File: src/rtl/aes_host_seq.sv
// Host-side sequencer for the AES-256 core: streams key and plaintext bytes in,
// pulses start, guards the wait for done with a watchdog and streams ciphertext out.
module aes_host_seq #(
    parameter int DONE_TIMEOUT = 1023
) (
    input  logic         clk,
    input  logic         rst_n,
    input  logic         cmd_valid,
    output logic         cmd_ready,
    input  logic [255:0] cmd_key,
    input  logic [127:0] cmd_block,
    input  logic         cmd_load_key,
    output logic         ld_key_valid,
    output logic [7:0]   ld_key_byte,
    input  logic         ld_key_ready,
    output logic         ld_state_valid,
    output logic [7:0]   ld_state_byte,
    input  logic         ld_state_ready,
    output logic         start,
    input  logic [127:0] core_state_out,
    input  logic         core_done,
    output logic         ct_valid,
    output logic [7:0]   ct_byte,
    output logic         ct_last,
    input  logic         ct_ready,
    output logic         busy,
    output logic         err_timeout
);

    localparam int WD_W = $clog2(DONE_TIMEOUT + 1);
    localparam logic [WD_W-1:0] WD_MAX = WD_W'(DONE_TIMEOUT);

    typedef enum logic [2:0] {
        IDLE,
        KEY,
        STATE,
        START,
        WAIT,
        OUT
    } state_t;

    state_t          state;
    logic [255:0]    key_sh;
    logic [127:0]    blk_sh;
    logic [127:0]    ct_sh;
    logic [4:0]      cnt;
    logic [WD_W-1:0] wd_cnt;

    // Byte outputs come straight from the top of each shift register.
    assign ld_key_byte   = key_sh[255:248];
    assign ld_state_byte = blk_sh[127:120];
    assign ct_byte       = ct_sh[127:120];

    always_ff @(posedge clk) begin
        if (!rst_n) begin
            state          <= IDLE;
            key_sh         <= '0;
            blk_sh         <= '0;
            ct_sh          <= '0;
            cnt            <= '0;
            wd_cnt         <= '0;
            cmd_ready      <= 1'b1;
            ld_key_valid   <= 1'b0;
            ld_state_valid <= 1'b0;
            start          <= 1'b0;
            ct_valid       <= 1'b0;
            ct_last        <= 1'b0;
            busy           <= 1'b0;
            err_timeout    <= 1'b0;
        end else begin
            case (state)
                IDLE: begin
                    if (cmd_valid) begin
                        key_sh      <= cmd_key;
                        blk_sh      <= cmd_block;
                        cnt         <= '0;
                        err_timeout <= 1'b0;
                        cmd_ready   <= 1'b0;
                        busy        <= 1'b1;
                        if (cmd_load_key) begin
                            state        <= KEY;
                            ld_key_valid <= 1'b1;
                        end else begin
                            state          <= STATE;
                            ld_state_valid <= 1'b1;
                        end
                    end
                end

                KEY: begin
                    if (ld_key_ready) begin
                        key_sh <= {key_sh[247:0], 8'h00};
                        if (cnt == 5'd31) begin
                            cnt            <= '0;
                            state          <= STATE;
                            ld_key_valid   <= 1'b0;
                            ld_state_valid <= 1'b1;
                        end else begin
                            cnt <= cnt + 5'd1;
                        end
                    end
                end

                STATE: begin
                    if (ld_state_ready) begin
                        blk_sh <= {blk_sh[119:0], 8'h00};
                        if (cnt == 5'd15) begin
                            cnt            <= '0;
                            state          <= START;
                            ld_state_valid <= 1'b0;
                            start          <= 1'b1;
                        end else begin
                            cnt <= cnt + 5'd1;
                        end
                    end
                end

                START: begin
                    start  <= 1'b0;
                    wd_cnt <= '0;
                    state  <= WAIT;
                end

                // A done arriving on the timeout cycle still counts as success.
                WAIT: begin
                    if (core_done) begin
                        ct_sh    <= core_state_out;
                        wd_cnt   <= '0;
                        cnt      <= '0;
                        ct_valid <= 1'b1;
                        ct_last  <= 1'b0;
                        state    <= OUT;
                    end else if (wd_cnt == WD_MAX) begin
                        wd_cnt      <= '0;
                        err_timeout <= 1'b1;
                        busy        <= 1'b0;
                        cmd_ready   <= 1'b1;
                        state       <= IDLE;
                    end else begin
                        wd_cnt <= wd_cnt + 1'b1;
                    end
                end

                OUT: begin
                    if (ct_ready) begin
                        ct_sh <= {ct_sh[119:0], 8'h00};
                        if (cnt == 5'd15) begin
                            cnt       <= '0;
                            ct_valid  <= 1'b0;
                            ct_last   <= 1'b0;
                            busy      <= 1'b0;
                            cmd_ready <= 1'b1;
                            state     <= IDLE;
                        end else begin
                            cnt     <= cnt + 5'd1;
                            ct_last <= (cnt == 5'd14);
                        end
                    end
                end

                default: begin
                    state <= IDLE;
                end
            endcase
        end
    end

endmodule

File: config.mk
export PLATFORM = sky130hd
export DESIGN_NAME = aes_host_seq
export DESIGN_NICKNAME = d
export VERILOG_FILES = /design/src/rtl/aes_host_seq.sv
export SDC_FILE = /design/constraint.sdc
export NUM_CORES = 1
export LEC_CHECK = 0
export BUFFER_PORTS_ARGS = -buffer_cell sky130_fd_sc_hd__buf_2
export CAP_MARGIN = 25
export CORE_AREA = 10 10 240 242
export DETAILED_ROUTE_END_ITERATION = 16
export DIE_AREA = 0 0 250 252
export GPL_ROUTABILITY_DRIVEN = 1
export PLACE_DENSITY = 0.68
export RECOVER_POWER = 50
export SLEW_MARGIN = 10
export SYNTH_ARGS = -nofsm -noshare
export SYNTH_HDL_FRONTEND = slang
export SYNTH_SLANG_ARGS = --single-unit
File: constraint.sdc
create_clock -name clk -period 3.05 [get_ports clk]
set_clock_uncertainty 0.1 [all_clocks]
set_input_delay 0.1525 -clock clk [delete_from_list [all_inputs] [get_ports clk]]
set_output_delay 0.1525 -clock clk [all_outputs]
set_load 0.05 [all_outputs]
==> impl_metrics.ini <==
[cts]
insertion_delay_ps = 600
ctsLongestPathBuffers = 3
postCtsSetupBuffers = 0
htree_levels = 2
tritoncts = built
clockRootBuffer = clkbuf_16
clk_pin_slew_ps = 60
cts-buffers-inserted = 58
cts_num_sinks = 538

[synthesis]
synth_largest_area_cell = dfxtp_1
ys_ff_latch = 538
synth_top_cells_by_count = 760 x nand2_1, 538 x dfxtp_1, 519 x nor2_1
synth_top_area_share = 0.459
ys_top_cells_by_area = dfxtp_1 46%, a311oi_1 14%, nand2_1 12%
synth_cell_types = 60
synthMostInstantiatedCell = nand2_1
synth.net_count = 3411
syn_area_per_cell_um2 = 8.13
ys.warnings.count = 0
syn_area_um2 = 23500
syn_inst = 2885
yosysSeqAreaShare = 0.459
synth_edf_count = 0
ys.flop_type = dfxtp_1
async_flop_share = 0

[route]
wl_met2_um = 42500
drt-pass1-iter-count = 5
dr_wl_met3_um = 6710
wl_met1_um = 33100
finalWirelength_um = 87500
ant_nets = 0
viasPerCell = 5.58
vias = 25110
drt_iter0_drc = 2127
wl_per_cell_um = 19.4
drc = 0
top_layer_used = met4

[pwr]
leakagePower_nw = 14.3
peakVddDrop_mv = 0.491
pwr_density_cell_nw_per_um2 = 802

[critical_path]
r2r_slack_ps = 300
worstPathRequired_ps = 3440
worst_setup_path_end_kind = flop
reg2reg_from = state[1]$_SDFFE_PN0P_
critPathMaxFanout = 23
reg2reg_to = key_sh[54]$_SDFFE_PN0P_
crit_type = reg -> reg
r2r_cells = 5
startpoint_type = flop
arrival_ps = 3140

[min_path]
whs_path_depth = 5
min_from = cmd_valid
min_to = busy$_SDFFE_PN0P_
hp-class = in -> reg

[sta]
hold_violations = 0
rsz0062_at_grt = no
setup_viol = 0
maxSlewHeadroom = 0.369
drv_slew = 0
max_freq_mhz = 364
period_minus_slack_ps = 2750
tightest_slew_ps = 950
finalCritPeriodShare = 0.901
finalSetupTns_ps = 0

[floorplanning]
rows = 84
io_pins = 552
die_h_um = 252
core_area_um2 = 52400
die_area_um2 = 63000
dieWidth_um = 250
start_util = 0.447

[global_routing]
antenna_found_initial = 14
grt_first_pass_wirelength_um = 137000
grt_pass1_vias = 25650
grt_max_degree = 171
overflow = 0
grt_usage = 0.262

[finish]
final_nets = 4287
final_util = 0.638
drive_gt1_frac = 0.175
area_growth_pct = 42.6

[placed_design]
gp_congestion = 0.860
hpwl_um = 49900
io_buffers = 551

[run_status]
status = finished clean

[run]
drv_cap = 0
## through the flow
stage	cells	area [um2]	hold slack [ps]	setup slack (ps)	total power [mW]
floorplan	2885	23500	201	853	16.8
global placement	3870	26400	290	617	18.7
detailed placement	3870	26400	303	508	19.0
CTS	4487	33500	19.0	48.0	26.6
global route	4501	33400	79.7	152	28.4
finish	4504	33500	40.9	302	26.8
## state kept, by name, summed over array words and instances (netlist names)
signal / cells
ld_key_valid: 1
wd_cnt: 10
state: 3
err_timeout: 1
blk_sh: 128
cnt: 5
ct_sh: 128
ct_valid: 1
start: 1
busy: 1
ld_state_valid: 1
key_sh: 256
cmd_ready: 1
ct_last: 1
## metal layers
layer | up-vias | track usage
li1 | 11887 | -
met1 | 11635 | 0.292
met2 | 1226 | 0.443
met3 | 362 | 0.0649
met4 | 0 | 0.167
met5 | - | 0
## cell type report
| cell class | count | area (um2) |
|---|---|---|
| sequential | 538 | 10800 |
| fill | 4042 | 19000 |
| antenna | 16 | 40.0 |
| clock buffer | 87 | 1720 |
| inverter | 11 | 48.8 |
| clock inverter | 12 | 168 |
| tap | 688 | 861 |
| timing repair buffer | 1117 | 8600 |
| multi-input combinational | 2035 | 11200 |
## power by group
part / internal (mW) / switching (mW) / total [mW]
clock network: 4.20 / 2.86 / 7.06
logic: 3.48 / 6.08 / 9.57
registers: 9.05 / 1.16 / 10.2
## timing repair
action / 4_1_cts / 5_1_grt
gates resized for setup: 0 / 1
endpoints found under the hold margin: 529 / 0
hold buffers: 518 / 0
endpoints found under the setup margin: 0 / 1
## cell usage in the layout, fill, tap and decap left out, drive strengths merged, types with 3 or more instances in the layout
master,count
and2,5
xor2,5
inv,12
mux2i,125
nor2b,3
and3,4
clkbuf,123
o2111ai,3
ha,6
dlygate4sd3,518
or3,4
o21ai,9
a21oi,18
bufinv,4
clkinv,7
a211oi,121
a31oi,5
nor3,4
or4b,3
nor2,519
o221ai,3
buf,563
nor3b,3
or4,3
dfxtp,538
nand4,3
diode,16
nand3,12
a311oi,368
o21a,4
nand2,760
nand2b,4
a22oi,16
## critical path, cell delays in order, from the launching register on
cell and delay, ps:
dfxtp_1 470, nor2b_1 460, and2_2 670, buf_4 380
nand2_1 140, a311oi_1 370
## worst max path at each step
stage / depth (start not counted) / slack, ps / end / from
floorplan: 7 / 850 / cnt[3]$_SDFFE_PN0P_ / cnt[0]$_SDFFE_PN0P_
global placement: 5 / 620 / blk_sh[15]$_SDFFE_PN0P_ / state[2]$_SDFFE_PN0P_
detailed placement: 5 / 510 / blk_sh[32]$_SDFFE_PN0P_ / state[2]$_SDFFE_PN0P_
CTS: 5 / 50 / cmd_ready$_SDFFE_PN1P_ / state[2]$_SDFFE_PN0P_
global route: 5 / 150 / key_sh[37]$_SDFFE_PN0P_ / state[1]$_SDFFE_PN0P_
finish: 5 / 300 / key_sh[54]$_SDFFE_PN0P_ / state[1]$_SDFFE_PN0P_
## logic make-up after synthesis
group,after synthesis,synth area share
compound gates,564,0.199
buf+inv,312,0.0619
mux,125,0.0533
xor+xnor,5,0.00187
flops,538,0.459
fa+ha+maj,6,0.00320
simple gates,1335,0.222
Power figures use the tool's default switching activity.
